## src/rtl/fusion_array_ctrl_pkg.sv

```systemverilog
// rtl/fusion_array_ctrl_pkg.sv - width constants, FSM states and lane helpers for fusion_array_ctrl
package fusion_pkg;

    localparam logic [3:0] W1 = 4'b0001;
    localparam logic [3:0] W2 = 4'b0010;
    localparam logic [3:0] W4 = 4'b0100;
    localparam logic [3:0] W8 = 4'b1000;

    typedef enum logic [1:0] {
        S_IDLE  = 2'd0,
        S_RUN   = 2'd1,
        S_DRAIN = 2'd2,
        S_DONE  = 2'd3
    } state_t;

    function automatic logic is_legal_width(input logic [3:0] w);
        return (w == W1) || (w == W2) || (w == W4) || (w == W8);
    endfunction

    // The array has no 1-bit mode; 1-bit operands ride in the 2-bit datapath.
    function automatic logic [3:0] promote_width(input logic [3:0] w);
        return (w == W1) ? W2 : w;
    endfunction

    function automatic logic [1:0] lanes_log2(input logic [3:0] mode);
        case (mode)
            W2:      return 2'd2;
            W4:      return 2'd1;
            default: return 2'd0;
        endcase
    endfunction

    function automatic logic [3:0] lanes_from_mode(input logic [3:0] mode);
        return 4'd1 << lanes_log2(mode);
    endfunction

endpackage

```

## src/rtl/fusion_array_ctrl_if.sv

```systemverilog
// rtl/fusion_array_ctrl_if.sv - job, operand, array and result signals; FUSION_CTRL_PERF_EN adds perf counters
interface fusion_array_ctrl_if #(
    parameter int COL_WIDTH = 11,
    parameter int LEN_W     = 16
);
    logic                   start;
    logic [3:0]             cfg_in_width;
    logic [3:0]             cfg_weight_width;
    logic                   cfg_s_in;
    logic                   cfg_s_weight;
    logic [LEN_W-1:0]       cfg_len;
    logic                   busy;
    logic                   done;
    logic                   err;
    logic                   op_valid;
    logic                   op_ready;
    logic [3:0]             arr_in_width;
    logic [3:0]             arr_weight_width;
    logic                   arr_s_in;
    logic                   arr_s_weight;
    logic                   arr_feed;
    logic [4*COL_WIDTH-1:0] arr_psum;
    logic                   res_valid;
    logic                   res_ready;
    logic [4*COL_WIDTH-1:0] res_data;
`ifdef FUSION_CTRL_PERF_EN
    logic [31:0]            perf_stall_cycles;
    logic [31:0]            perf_beats;
`endif

    modport slave (
        input  start, cfg_in_width, cfg_weight_width, cfg_s_in, cfg_s_weight, cfg_len,
        input  op_valid, arr_psum, res_ready,
        output busy, done, err, op_ready, arr_in_width, arr_weight_width,
        output arr_s_in, arr_s_weight, arr_feed, res_valid, res_data
`ifdef FUSION_CTRL_PERF_EN
        , output perf_stall_cycles, perf_beats
`endif
    );

    modport master (
        output start, cfg_in_width, cfg_weight_width, cfg_s_in, cfg_s_weight, cfg_len,
        output op_valid, arr_psum, res_ready,
        input  busy, done, err, op_ready, arr_in_width, arr_weight_width,
        input  arr_s_in, arr_s_weight, arr_feed, res_valid, res_data
`ifdef FUSION_CTRL_PERF_EN
        , input perf_stall_cycles, perf_beats
`endif
    );

endinterface

```

## src/rtl/fusion_array_ctrl_res_fifo.sv

```systemverilog
// rtl/fusion_array_ctrl_res_fifo.sv - synchronous result FIFO with count/full/empty
module fusion_res_fifo #(
    parameter int WIDTH = 44,
    parameter int DEPTH = 16
) (
    input  logic                         clk,
    input  logic                         rst_n,
    input  logic                         push,
    input  logic [WIDTH-1:0]             push_data,
    input  logic                         pop,
    output logic [WIDTH-1:0]             pop_data,
    output logic [$clog2(DEPTH+1)-1:0]   count,
    output logic                         full,
    output logic                         empty
);
    localparam int AW = (DEPTH > 1) ? $clog2(DEPTH) : 1;
    localparam int CW = $clog2(DEPTH+1);

    logic [WIDTH-1:0] mem_q [DEPTH];
    logic [AW-1:0]    wr_ptr_q, wr_ptr_d;
    logic [AW-1:0]    rd_ptr_q, rd_ptr_d;
    logic [CW-1:0]    count_q, count_d;
    logic             pop_ok;

    function automatic logic [AW-1:0] ptr_inc(input logic [AW-1:0] p);
        return (p == AW'(DEPTH-1)) ? '0 : p + AW'(1);
    endfunction

    assign pop_ok = pop && (count_q != '0);

    always_comb begin
        wr_ptr_d = push   ? ptr_inc(wr_ptr_q) : wr_ptr_q;
        rd_ptr_d = pop_ok ? ptr_inc(rd_ptr_q) : rd_ptr_q;
        count_d  = count_q + CW'(push) - CW'(pop_ok);
    end

    always_ff @(posedge clk or negedge rst_n) begin
        if (!rst_n) begin
            wr_ptr_q <= '0;
            rd_ptr_q <= '0;
            count_q  <= '0;
        end else begin
            wr_ptr_q <= wr_ptr_d;
            rd_ptr_q <= rd_ptr_d;
            count_q  <= count_d;
        end
    end

    always_ff @(posedge clk) begin
        if (push) begin
            mem_q[wr_ptr_q] <= push_data;
        end
    end

    // Head is forced to zero when empty so stale storage never leaks out.
    assign pop_data = empty ? '0 : mem_q[rd_ptr_q];
    assign count    = count_q;
    assign full     = (count_q == CW'(DEPTH));
    assign empty    = (count_q == '0);

endmodule

```

## src/rtl/fusion_array_ctrl.sv

```systemverilog
// rtl/fusion_array_ctrl.sv - fusion-unit column sequencer; FUSION_CTRL_PERF_EN adds stall/beat counters
module fusion_array_ctrl
    import fusion_pkg::*;
#(
    parameter int ROWS       = 8,
    parameter int COL_WIDTH  = 11,
    parameter int LEN_W      = 16,
    parameter int FIFO_DEPTH = 16
) (
    input  logic               clk,
    input  logic               rst_n,
    fusion_array_ctrl_if.slave bus
);
    localparam int PSUM_W = 4*COL_WIDTH;
    localparam int CNT_W  = $clog2(FIFO_DEPTH+1);
    localparam int INF_W  = $clog2(ROWS+1);
    localparam int CRD_W  = $clog2(FIFO_DEPTH+ROWS+1);

    state_t           state_q, state_d;
    logic [LEN_W-1:0] words_left_q, words_left_d;
    logic [ROWS-1:0]  flight_q, flight_d;
    logic [INF_W-1:0] inflight_q, inflight_d;
    logic [3:0]       in_w_q, wt_w_q;
    logic             s_in_q, s_wt_q;
    logic             err_q;

    logic [3:0]       in_p, wt_p, mode;
    logic [LEN_W:0]   k_round;
    logic [LEN_W-1:0] words;
    logic             cfg_ok, accept_start, reject_start;
    logic [CNT_W-1:0] fifo_count;
    logic             fifo_full, fifo_empty;
    logic             op_ready, feed, push, pop, credit_ok, drain_empty;

    assign cfg_ok       = is_legal_width(bus.cfg_in_width) && is_legal_width(bus.cfg_weight_width);
    assign accept_start = (state_q == S_IDLE) && bus.start && cfg_ok;
    assign reject_start = (state_q == S_IDLE) && bus.start && !cfg_ok;

    assign in_p    = promote_width(bus.cfg_in_width);
    assign wt_p    = promote_width(bus.cfg_weight_width);
    assign mode    = (in_p > wt_p) ? in_p : wt_p;
    assign k_round = {1'b0, bus.cfg_len} + (LEN_W+1)'(lanes_from_mode(mode) - 4'd1);
    assign words   = LEN_W'(k_round >> lanes_log2(mode));

    // Credits cover both beats still in the array and results parked in the FIFO.
    assign credit_ok = (CRD_W'(inflight_q) + CRD_W'(fifo_count) < CRD_W'(FIFO_DEPTH)) && !fifo_full;
    assign op_ready  = (state_q == S_RUN) && (words_left_q != '0) && credit_ok;
    assign feed      = bus.op_valid && op_ready;
    assign push      = flight_q[ROWS-1];
    assign pop       = bus.res_ready && !fifo_empty;
    assign drain_empty = fifo_empty || ((fifo_count == CNT_W'(1)) && pop);

    always_comb begin
        state_d      = state_q;
        words_left_d = words_left_q;
        flight_d     = {flight_q[ROWS-2:0], feed};
        inflight_d   = inflight_q + INF_W'(feed) - INF_W'(push);
        case (state_q)
            S_IDLE: begin
                if (accept_start) begin
                    words_left_d = words;
                    state_d      = (bus.cfg_len == '0) ? S_DONE : S_RUN;
                end
            end
            S_RUN: begin
                if (feed) begin
                    words_left_d = words_left_q - LEN_W'(1);
                    if (words_left_q == LEN_W'(1)) begin
                        state_d = S_DRAIN;
                    end
                end
            end
            S_DRAIN: begin
                if ((inflight_q == '0) && drain_empty) begin
                    state_d = S_DONE;
                end
            end
            S_DONE:  state_d = S_IDLE;
            default: state_d = S_IDLE;
        endcase
    end

    always_ff @(posedge clk or negedge rst_n) begin
        if (!rst_n) begin
            state_q      <= S_IDLE;
            words_left_q <= '0;
            flight_q     <= '0;
            inflight_q   <= '0;
            in_w_q       <= '0;
            wt_w_q       <= '0;
            s_in_q       <= 1'b0;
            s_wt_q       <= 1'b0;
            err_q        <= 1'b0;
        end else begin
            state_q      <= state_d;
            words_left_q <= words_left_d;
            flight_q     <= flight_d;
            inflight_q   <= inflight_d;
            err_q        <= reject_start;
            if (accept_start) begin
                in_w_q <= in_p;
                wt_w_q <= wt_p;
                s_in_q <= bus.cfg_s_in;
                s_wt_q <= bus.cfg_s_weight;
            end
        end
    end

    fusion_res_fifo #(
        .WIDTH (PSUM_W),
        .DEPTH (FIFO_DEPTH)
    ) u_res_fifo (
        .clk       (clk),
        .rst_n     (rst_n),
        .push      (push),
        .push_data (bus.arr_psum),
        .pop       (pop),
        .pop_data  (bus.res_data),
        .count     (fifo_count),
        .full      (fifo_full),
        .empty     (fifo_empty)
    );

    assign bus.busy             = (state_q != S_IDLE);
    assign bus.done             = (state_q == S_DONE);
    assign bus.err              = err_q;
    assign bus.op_ready         = op_ready;
    assign bus.arr_feed         = feed;
    assign bus.arr_in_width     = in_w_q;
    assign bus.arr_weight_width = wt_w_q;
    assign bus.arr_s_in         = s_in_q;
    assign bus.arr_s_weight     = s_wt_q;
    assign bus.res_valid        = !fifo_empty;

`ifdef FUSION_CTRL_PERF_EN
    logic [31:0] stall_q, beats_q;

    always_ff @(posedge clk or negedge rst_n) begin
        if (!rst_n) begin
            stall_q <= '0;
            beats_q <= '0;
        end else if (accept_start) begin
            stall_q <= '0;
            beats_q <= '0;
        end else begin
            if ((state_q == S_RUN) && bus.op_valid && !op_ready) begin
                stall_q <= stall_q + 32'd1;
            end
            if (feed) begin
                beats_q <= beats_q + 32'd1;
            end
        end
    end

    assign bus.perf_stall_cycles = stall_q;
    assign bus.perf_beats        = beats_q;
`endif

endmodule

```

## src/flat_wrapper.sv

```systemverilog
// flat-port wrapper written by rule: the top's interface ports become plain ports
module fusion_array_ctrl_flat import fusion_pkg::*;
#(
    parameter int ROWS       = 8,
    parameter int COL_WIDTH  = 11,
    parameter int LEN_W      = 16,
    parameter int FIFO_DEPTH = 16
)
  (clk, rst_n, bus_start, bus_cfg_in_width, bus_cfg_weight_width, bus_cfg_s_in, bus_cfg_s_weight, bus_cfg_len, bus_op_valid, bus_arr_psum, bus_res_ready, bus_busy, bus_done, bus_err, bus_op_ready, bus_arr_in_width, bus_arr_weight_width, bus_arr_s_in, bus_arr_s_weight, bus_arr_feed, bus_res_valid, bus_res_data);
  fusion_array_ctrl_if #(.COL_WIDTH(COL_WIDTH), .LEN_W(LEN_W)) bus_i ();
  input  logic clk;
  input  logic rst_n;
  input wire logic [$bits(bus_i.start)-1:0] bus_start;
  input wire logic [$bits(bus_i.cfg_in_width)-1:0] bus_cfg_in_width;
  input wire logic [$bits(bus_i.cfg_weight_width)-1:0] bus_cfg_weight_width;
  input wire logic [$bits(bus_i.cfg_s_in)-1:0] bus_cfg_s_in;
  input wire logic [$bits(bus_i.cfg_s_weight)-1:0] bus_cfg_s_weight;
  input wire logic [$bits(bus_i.cfg_len)-1:0] bus_cfg_len;
  input wire logic [$bits(bus_i.op_valid)-1:0] bus_op_valid;
  input wire logic [$bits(bus_i.arr_psum)-1:0] bus_arr_psum;
  input wire logic [$bits(bus_i.res_ready)-1:0] bus_res_ready;
  output wire logic [$bits(bus_i.busy)-1:0] bus_busy;
  output wire logic [$bits(bus_i.done)-1:0] bus_done;
  output wire logic [$bits(bus_i.err)-1:0] bus_err;
  output wire logic [$bits(bus_i.op_ready)-1:0] bus_op_ready;
  output wire logic [$bits(bus_i.arr_in_width)-1:0] bus_arr_in_width;
  output wire logic [$bits(bus_i.arr_weight_width)-1:0] bus_arr_weight_width;
  output wire logic [$bits(bus_i.arr_s_in)-1:0] bus_arr_s_in;
  output wire logic [$bits(bus_i.arr_s_weight)-1:0] bus_arr_s_weight;
  output wire logic [$bits(bus_i.arr_feed)-1:0] bus_arr_feed;
  output wire logic [$bits(bus_i.res_valid)-1:0] bus_res_valid;
  output wire logic [$bits(bus_i.res_data)-1:0] bus_res_data;
  assign bus_i.start = bus_start;
  assign bus_i.cfg_in_width = bus_cfg_in_width;
  assign bus_i.cfg_weight_width = bus_cfg_weight_width;
  assign bus_i.cfg_s_in = bus_cfg_s_in;
  assign bus_i.cfg_s_weight = bus_cfg_s_weight;
  assign bus_i.cfg_len = bus_cfg_len;
  assign bus_i.op_valid = bus_op_valid;
  assign bus_i.arr_psum = bus_arr_psum;
  assign bus_i.res_ready = bus_res_ready;
  assign bus_busy = bus_i.busy;
  assign bus_done = bus_i.done;
  assign bus_err = bus_i.err;
  assign bus_op_ready = bus_i.op_ready;
  assign bus_arr_in_width = bus_i.arr_in_width;
  assign bus_arr_weight_width = bus_i.arr_weight_width;
  assign bus_arr_s_in = bus_i.arr_s_in;
  assign bus_arr_s_weight = bus_i.arr_s_weight;
  assign bus_arr_feed = bus_i.arr_feed;
  assign bus_res_valid = bus_i.res_valid;
  assign bus_res_data = bus_i.res_data;
  fusion_array_ctrl #(.ROWS(ROWS), .COL_WIDTH(COL_WIDTH), .LEN_W(LEN_W), .FIFO_DEPTH(FIFO_DEPTH)) u_core (.clk(clk), .rst_n(rst_n), .bus(bus_i));
endmodule
```

## config.mk

```make
export PLATFORM = sky130hd
export DESIGN_NAME = fusion_array_ctrl_flat
export DESIGN_NICKNAME = d
export VERILOG_FILES = /design/src/rtl/fusion_array_ctrl_pkg.sv /design/src/rtl/fusion_array_ctrl_if.sv /design/src/rtl/fusion_array_ctrl_res_fifo.sv /design/src/rtl/fusion_array_ctrl.sv /design/src/flat_wrapper.sv
export SDC_FILE = /design/constraint.sdc
export NUM_CORES = 1
export LEC_CHECK = 0
export CORE_UTILIZATION = 40
export CTS_BUF_LIST = sky130_fd_sc_hd__clkbuf_8
export DETAILED_ROUTE_END_ITERATION = 10
export PLACE_DENSITY = 0.65
export SLEW_MARGIN = 20
export SYNTH_ARGS = -nofsm -noshare
export SYNTH_HDL_FRONTEND = slang
export SYNTH_SLANG_ARGS = --single-unit
```

## constraint.sdc

```tcl
create_clock -name clk -period 6.5 [get_ports clk]
set_input_delay 0.975 -clock clk [delete_from_list [all_inputs] [get_ports clk]]
set_output_delay 0.975 -clock clk [all_outputs]
set_load 0.02 [all_outputs]
```

## After elaboration in Yosys (flattened, before gate mapping)

Memories as Yosys holds them, arrays and structs flattened.
Cells that the tools add are included.

- Reductions and logical operators: 32
- Shift operators: 2
- Equal/unequal tests: 22
- Mux-type cells: 18
- $add $sub $neg: 10
- Magnitude comparators: 2

Operators with widths:

| cell | number |
|---|---|
| $mux 44 | 1 |
| $mux 16 | 2 |
| $pmux 16 s2 | 1 |
| $mux 4 | 5 |
| $add 16x17->17 | 1 |
| $shr 17x2->16 | 1 |
| $eq 16x1->1 const B | 1 |
| $eq 4x4->1 const B | 4 |
| $logic_not 16->1 | 1 |
| $reduce_bool 16->1 | 1 |
| $sub 16x1->16 const B | 1 |
| $eq 4x2->1 const B | 3 |
| $eq 4x3->1 const B | 3 |
| $logic_and 1x1->1 | 12 |
| $mux 2 | 5 |
| $add 4x1->4 const B | 2 |
| $eq 4x1->1 const B | 2 |
| $pmux 2 s4 | 1 |
| $logic_or 1x1->1 | 7 |
| $ne 2x1->1 const B | 3 |
| $add 4x5->5 | 1 |
| $add 5x1->5 | 1 |
| $eq 5x1->1 const B | 1 |
| $eq 5x5->1 const B | 1 |
| 20 further kinds | 25 |

- Input bits: 75
- Memories: 1
- Output and inout port bits: 60
- Register bits after elaboration: 54
- Memory bits (writable): 704
- Logic and storage cells: 99

Memory list:

| memory | words | bits a word | read ports | clocked after Yosys merged registers in | wr ports | RTL line | RTL |
|---|---|---|---|---|---|---|---|
| u_core.u_res_fifo.mem_q | 16 | 44 | 1 | 0 | 1 | fusion_array_ctrl_res_fifo.sv:19 | `logic [WIDTH-1:0] mem_q [DEPTH];` |

## Logic depth before layout (Yosys ltp)

Gate-level depths: netlist (run 1).

- Depth in word-level cells: 12
- Mapped depth: 21
- Mapped depth without buffers: 19

## Cells and area by module

A second synthesis (run 1) with hierarchy kept.

- Cells, all modules: 1704
- Area, all modules: 31591.5 µm²

Modules (own cells, without submodules):

| module | cells each | area an instance (µm²) | times used | sequential area each (µm²) |
|---|---|---|---|---|
| fusion_res_fifo | 1276 | 27724.1 | 1 | 21465.6 |
| fusion_array_ctrl | 428 | 3867.5 | 1 | 1026.0 |

## Worst setup path after synthesis (run 1)

No wires, ideal clock.

- Path kind: in2reg
- Start point: input port bus_cfg_weight_width[2]
- End point: register u_core.words_left_q[9]
- Setup time: 0.137 ns
- Stages: 19
- Arrival: 4.773 ns
- Data required time: 6.363 ns
- Slack: 1.589 ns
- Cell sequence: buf_6 > or3b_4 > a221oi_4 > o31a_2 > nor2_1 > a211oi_2 > buf_2 > nand3_1 > ha_1 > inv_1 > fa_1 > nor2b_1 > o2111ai_1 > a21oi_1 > or2_2 > o311ai_0 > mux2_2 > mux2_2 > o221ai_1

- Word-level cells in the longest chain between the ends: 12
- Elaborated cells on any way between the ends: 23
- Those cells by class: add/sub (2); order compare (1); eq/ne (7); shift (2); mux (5); reduce/logical (6)

RTL lines:

| item | RTL line | RTL |
|---|---|---|
| start: declaration | flat_wrapper.sv:15 | `input wire logic [$bits(bus_i.cfg_weight_width)-1:0] bus_cfg_weight_width;` |
| $eq 4x1->1 | fusion_array_ctrl_pkg.sv:17, fusion_array_ctrl_pkg.sv:22 |  |
| $mux 4 | fusion_array_ctrl_pkg.sv:22 | `return (w == W1) ? W2 : w;` |
| $gt 4x4->1 | fusion_array_ctrl.sv:41 | `assign mode = (in_p > wt_p) ? in_p : wt_p;` |
| $mux 4 | fusion_array_ctrl.sv:41 |  |
| $eq 4x3->1 or $eq 4x2->1 (tied branches) | fusion_array_ctrl_pkg.sv:26 | `case (mode)` |
| $pmux 2 s2 | fusion_array_ctrl_pkg.sv:26 |  |
| $shl 1x2->4 | fusion_array_ctrl_pkg.sv:34 | `return 4'd1 << lanes_log2(mode);` |
| $sub 4x1->5 | fusion_array_ctrl.sv:42 | `assign k_round = {1'b0, bus.cfg_len} + (LEN_W+1)'(lanes_from_mode(mode) - 4'd1);` |
| $add 16x17->17 | fusion_array_ctrl.sv:42 |  |
| $shr 17x2->16 | fusion_array_ctrl.sv:43 | `assign words = LEN_W'(k_round >> lanes_log2(mode));` |
| $mux 16 | fusion_array_ctrl.sv:60 | `if (accept_start) begin` |
| $pmux 16 s2 | fusion_array_ctrl.sv:58 | `case (state_q)` |
| end signal: assignment | fusion_array_ctrl.sv:96 | `words_left_q <= words_left_d;` |
| end: declaration | fusion_array_ctrl.sv:20 | `logic [LEN_W-1:0] words_left_q, words_left_d;` |

Several ways; a longest one is shown, not always the timed one. The select of a mux whose other input is x is not followed.
A chain may end at the register's enable or synchronous reset.

## Final worst setup path (run 1)

- Start point: input port bus_cfg_weight_width[2]
- End point: register u_core.words_left_q[13]

Same word-level chain as after synthesis.

==> out/metrics.cfg, run 1 <==
[setup_path]
cp_data_arrival_time_ns = 5.79
crit_path_start_kind = input port
path_cells = clkdlybuf4s50_1, or3b_4, a221oi_4, o31a_2, nor2_1, a211oi_2, inv_1, buf_4, ha_1, a21o_1, o21ai_0, a31oi_1, and3_2, a2111oi_0, mux2i_1, mux2_2, o31ai_2
critPathMaxFanout = 14
end_kind = flop
crit_family = compound AO/OA/AOI/OAI gates
crit_buf_inv = 3
cp_slowest_cell = a2111oi_0
cp.required_ns = 7.08
crit_type = input port to flop
max_stage_delay_ns = 0.64

[clock_tree]
cts-hold-fix-buffers = 0
clock-sinks = 758
htreeDepth = 3
clkSlewWorstSetupHoldPaths_ns = 0.06
ctsResizeCount = 0
clock_latency_ns = 0.72
clockBufferDepth = 3
postCtsSetupBuffers = 0
cts_buffers = 119
cts-root-buf = clkbuf_8
cts_tree = built

[layout]
layout_commonest_cell = edfxtp_1
area_growth_pct = 15.8
final_nets = 1882
drive_above_1_share = 0.247
fillers = 6328
layout_common_cells = edfxtp_1 (704), mux4_2 (220), clkdlybuf4s50_1 (133)

[synth]
synth.avg_cell_area_um2 = 20.4
synth-edff-count = 704
ys_seq_area_frac = 0.722
synthAdderAreaFrac = 0.0196
synth-simple-area-share = 0.0350
synth_top_family_by_area = multiplexers
synth_xor_area_frac = 0.00759
synth_area_um2 = 31100
ys_ff_latch = 758
syn_inst = 1530
synth_mux_area_frac = 0.169
synth-compound-area-share = 0.0304
yosysWarningCount = 0
synth_cell_type_count = 75
ys_async_sr_fraction = 0.0712
synthFlopType = edfxtp_1

[power]
vdd.ir_drop.worst_mv = 0.320
p_per_area_nw_per_um2 = 367
p_leak_nw = 11.9

[timing]
period_needed_ns = 5.21
worstMarginPinSlew_ns = 1.13
fin_tns_setup_ns = 0
slew_viol_final = 0
hold_slack_ns = 0.345
rsz0062_at_grt = false
max_freq_ghz = 0.192
timing.final.ws_setup_ns = 1.29
setup_viol = 0
period_share = 0.801
skew_ns = 0.0580
finalHoldViolCount = 0
relSlewSlack = 0.243

[floorplanning]
fp-row-count = 101
die_x_um = 281
pin_count = 135
die-area_um2 = 79000
die_h_um = 281
core_um2 = 76500
start_util = 0.407

[grt]
grt_pass1_wl_um = 106000
antenna_found_initial = 3
grt_pass1_vias = 16700
grt_remaining_overflow = 0
grt_max_degree = 67
grt.total_usage = 0.181

[run_status]
status = complete, no violations

[drt]
wire_per_inst_um = 24.2
vias = 15600
drc_errors = 0
via_per_inst = 5.40
totalWireLength_um = 69900
drt_iter0_markers = 1247
drt-pass1-iter-count = 7
ant_nets = 0

[flow_run]
drv_cap = 0

[placed_design]
port_buffers = 134
place_congestion = 0.820
pre_cts_ws_ns = 0.655
hpwl_um = 37300

[worst_hold_path]
hold_path_class = flop to flop

-- routing by layer --
layer,global-route usage,up-vias,routed length [um]
met5,0,-,23
met4,0.0510,4,1130
met3,0.0322,95,3860
met1,0.241,8267,29400
li1,-,6790,-
met2,0.305,444,35500
-- worst reg2reg max path: stages (launching register included) --
cell and delay [ns]:
dfrtp_1 0.40, inv_1 0.09, ha_1 0.15, nand2b_1 0.09
nor3_2 0.21, buf_4 0.51, nor2b_1 0.25, ha_1 0.33
inv_1 0.06, ha_1 0.15, inv_1 0.06, fa_1 0.42
inv_1 0.07, a21oi_1 0.05, nor2_1 0.08, nor2_1 0.05
xnor2_1 0.13
-- synthesized netlist by cell type (all sizes together) (9+ instances only) --
master | count | share of area
inv | 35 | 0.0042
xor2 | 12 | 0.0034
o21ai | 28 | 0.0046
dfrtp | 54 | 0.043
nor2 | 32 | 0.0039
a211oi | 9 | 0.0023
mux2i | 15 | 0.0048
clkbuf | 51 | 0.0078
mux2 | 14 | 0.0051
ha | 44 | 0.018
a21oi | 36 | 0.0059
nand2 | 40 | 0.0053
nor3 | 25 | 0.0040
a21o | 9 | 0.0022
nand3 | 14 | 0.0022
mux4 | 220 | 0.16
nor4 | 10 | 0.0020
buf | 22 | 0.0041
edfxtp | 704 | 0.68
nor2b | 51 | 0.010
xnor2 | 15 | 0.0042
-- flip-flops by register name, summed over array words and instances, names as in the netlist --
| name | cells |
|---|---|
| u_core.words_left_q | 16 |
| u_core.bus.arr_in_width | 4 |
| u_core.state_q | 2 |
| u_core.u_res_fifo.mem_q | 704 |
| u_core.bus.err | 1 |
| u_core.bus.arr_weight_width | 4 |
| u_core.u_res_fifo.rd_ptr_q | 4 |
| u_core.flight_q | 8 |
| u_core.u_res_fifo.wr_ptr_q | 4 |
| u_core.bus.arr_s_in | 1 |
| u_core.bus.arr_s_weight | 1 |
| u_core.inflight_q | 4 |
| u_core.u_res_fifo.count | 5 |
-- report_power, final --
part	switching [W]	total [W]	internal, W
Sequential	0.000306	0.00567	0.00537
Combinational	0.00172	0.00388	0.00216
Clock	0.00180	0.00370	0.00190
Total	0.00383	0.0133	0.00943
-- logic make-up after synthesis --
logic type                 count (synthesis)
and+or+nand+nor                          205
muxes                                    249
DFF                                      758
adders and majority gates                 47
buffers and inverters                    108
xor gates and xnor gates                  27
other                                      1
AOI/OAI and AO/OA                        135
-- stage by stage --
step	util	total power (W)	instances	cell area, um^2
6_report	0.472	0.0133	2887	36100
5_1_grt	0.472	0.0139	2887	36100
4_1_cts	0.472	0.0135	2885	36100
3_5_place_dp	0.443	0.00973	2669	33900
3_3_place_gp	0.443	0.00971	2669	33900
2_1_floorplan	-	0.00832	1543	31200
-- path summary, 6_finish.rpt --
check                      slack [ns]                                 start  cells after the start                                         to
setup / recovery                 1.29               bus_cfg_weight_width[2]                     17        u_core.words_left_q[13]$_DFFE_PN0P_
hold / removal                   0.35          u_core.flight_q[1]$_DFF_PN0_                      0               u_core.flight_q[2]$_DFF_PN0_
setup reg to reg                 3.28  u_core.u_res_fifo.count[2]$_DFF_PN0_                     16       u_core.u_res_fifo.count[4]$_DFF_PN0_
hold reg to reg                  0.35          u_core.flight_q[1]$_DFF_PN0_                      0               u_core.flight_q[2]$_DFF_PN0_
max in group asynchronous        5.50                                 rst_n                      2  u_core.u_res_fifo.rd_ptr_q[1]$_DFFE_PN0P_
min in group asynchronous        0.40                                 rst_n                      2                   u_core.bus.err$_DFF_PN0_
-- area by class of cell --
class	count	area [um^2]	area share
Sequential cell	758	22500	0.624
Multi-Input combinational cell	677	8310	0.230
Clock buffer	122	1680	0.0466
Timing Repair Buffer	169	1640	0.0454
Tap cell	1030	1290	0.0357
Clock inverter	94	509	0.0141
Inverter	35	131	0.00364
Antenna cell	2	5.00	0.000139
Power figures use the tool's default switching activity.
==> run 2: changes to the inputs <==
- clock period: 6.5 -> 4.8 ns (I/O delays scaled with it)
==> run 2 against run 1 <==
Net effect: combinational power rose by 42%; power rose by 36%; final area rose by 1.3%; non-clock buffer count rose by 41; clock power rose by 35%; sequential cell count did not move; critical path depth rose by 3; register-to-register slack got worse by 1.7 ns; routed wire length rose by 0.83%; final cell count rose by 1.2%; first-iteration DRC count fell by 7.2%; critical path type unchanged; largest cell class unchanged; largest power group unchanged; highest routed layer unchanged.
==> out/metrics.cfg, run 2 (same netlist as run 1, synthesis figures left out) <==
[floorplanning]
fp-row-count = 101
pin_count = 135
core_um2 = 76500
die_x_um = 281
start_util = 0.407
die_h_um = 281
die-area_um2 = 79000

[power]
internal_power_w = 0.0128
p_per_area_nw_per_um2 = 495
comb_power_share = 0.306
p_leak_nw = 12.1
p_sw_frac = 0.292
pwr-share-clk = 0.277
seqPwrFrac = 0.418
vdd.ir_drop.worst_mv = 0.394
p_switching_w = 0.00528

[worst_hold_path]
hold_path_class = input port to async pin

[timing]
fin_tns_setup_ns = 0
period_needed_ns = 4.52
rsz0062_at_grt = false
finalHoldViolCount = 0
skew_ns = 0.0317
setup_viol = 0
max_freq_ghz = 0.221
worstMarginPinSlew_ns = 1.09
hold_slack_ns = 0.134
slew_viol_final = 0
period_share = 0.943
relSlewSlack = 0.271

[clock_tree]
cts_tree = built
clkSlewWorstSetupHoldPaths_ns = 0.06
clock-sinks = 758
cts_buffers = 117
clock_latency_ns = 0.73
htreeDepth = 3
cts-hold-fix-buffers = 0
cts-root-buf = clkbuf_8
clockBufferDepth = 3

[setup_path]
crit_type = input port to flop
path_cells = clkdlybuf4s50_1, inv_1, ha_1, buf_4, a31oi_1, o31a_2, nor2_1, a211oi_2, buf_4, inv_1, ha_1, a21o_1, o21ai_0, a31oi_2, and3_2, a2111oi_0, buf_4, mux2i_1, mux2_2, o31ai_2
crit_path_start_kind = input port
cp_slowest_cell = clkdlybuf4s50_1
cp.required_ns = 5.41
cp_data_arrival_time_ns = 5.14
end_kind = flop
max_stage_delay_ns = 0.56
cpMostUsedCell = buf_4
critPathMaxFanout = 13

[drt]
totalWireLength_um = 70500
drc_errors = 0
vias = 15700
wire_per_inst_um = 24.1
drt_iter0_markers = 1157
via_per_inst = 5.39
ant_nets = 0
drt-pass1-iter-count = 4

[layout]
stdcell_count = 2923
layout_commonest_cell = edfxtp_1
reg_top3 = u_core.u_res_fifo.mem_q (704), u_core.words_left_q (16), u_core.flight_q (8)
drive_above_1_share = 0.265
area.sequential_um2 = 22500
layout_common_cells = edfxtp_1 (704), mux4_2 (220), clkdlybuf4s50_1 (133)
final_nets = 1921
area_growth_pct = 17.3
multi_input_area_um2 = 8330
fin_area_um2 = 36500
largest_register = u_core.u_res_fifo.mem_q
fillers = 6332
largest_register_ffs = 704

[placed_design]
placed_area_um2 = 34300
port_buffers = 134
hpwl_um = 38900
dp_cells = 2709
place_congestion = 0.798

[grt]
grt_pass1_vias = 16800
grt.total_usage = 0.183
grt_max_degree = 55
grt_remaining_overflow = 0
grt_pass1_wl_um = 106000
antenna_found_initial = 6

[run_status]
status = complete, no violations

[flow_run]
drv_cap = 0

==> run 2: cell count changes in the layout (fill, tap and decap cells not counted), moves of 2 or more <==
cell	delta
buf_12	+13
buf_4	+28
clkbuf_8	-5
clkinv_1	-4
clkinv_8	+2
inv_6	+3
==> run 2: area by class of cell <==
class / count / area share
timing repair buffer: 210 / 0.0577
inverter: 35 / 0.00360
clock buffer: 117 / 0.0441
tap: 1030 / 0.0353
clock inverter: 95 / 0.0156
sequential: 758 / 0.616
multi-input combinational: 677 / 0.228
antenna: 1 / 0.0000685
==> run 2: worst paths after layout <==
| kind | startpoint | endpoint | slack [ns] | cells after the start |
|---|---|---|---|---|
| hold reg to reg | u_core.flight_q[0]$_DFF_PN0_ | u_core.flight_q[1]$_DFF_PN0_ | 0.35 | 0 |
| setup reg to reg | u_core.inflight_q[1]$_DFF_PN0_ | u_core.words_left_q[15]$_DFFE_PN0P_ | 1.62 | 9 |
| setup / recovery | bus_cfg_weight_width[3] | u_core.words_left_q[13]$_DFFE_PN0P_ | 0.28 | 20 |
| min in group clk | u_core.flight_q[0]$_DFF_PN0_ | u_core.flight_q[1]$_DFF_PN0_ | 0.35 | 0 |
| hold / removal | rst_n | u_core.bus.arr_s_weight$_DFFE_PN0P_ | 0.13 | 2 |
| max in group asynchronous | rst_n | u_core.u_res_fifo.rd_ptr_q[1]$_DFFE_PN0P_ | 4.06 | 2 |
==> run 2: timing repair <==
action	4_1_cts	5_1_grt
buffers inserted	0	1
endpoints found under the setup margin	0	9
resized for setup	0	3
==> run 2: routing by layer <==
| metal | vias up | track usage | routed length [um] |
|---|---|---|---|
| met4 | 8 | 0.0507 | 1280 |
| met1 | 8351 | 0.240 | 29100 |
| met3 | 112 | 0.0340 | 3770 |
| met2 | 401 | 0.311 | 36200 |
| li1 | 6876 | - | - |
| met5 | - | 0 | 56 |
==> run 2: critical path, delay by kind of cell <==
kind	cells	cell delay [ns]
compound gates	8	1.84
buf+inv	6	1.35
fa+ha+maj	2	0.60
mux	2	0.34
simple gates	2	0.28
==> run 2: power groups by stage <==
| stage | sequential (W) | clock, W | combinational [W] |
|---|---|---|---|
| 6_report | 0.00755 | 0.00500 | 0.00552 |
| 3_5_place_dp | 0.00773 | 0 | 0.00555 |
| 5_1_grt | 0.00758 | 0.00541 | 0.00592 |
| 4_1_cts | 0.00760 | 0.00515 | 0.00558 |
| 3_3_place_gp | 0.00773 | 0 | 0.00551 |
| 2_1_floorplan | 0.00743 | 0 | 0.00383 |
==> run 2: metrics by stage <==
stage	total power, W	setup slack (ns)	util
finish	0.0181	0.275	0.478
global route	0.0189	0.000261	0.478
CTS	0.0183	0.0465	0.477
detailed placement	0.0133	-0.440	0.449
global placement	0.0132	-0.411	0.449
floorplan	0.0113	0.144	-
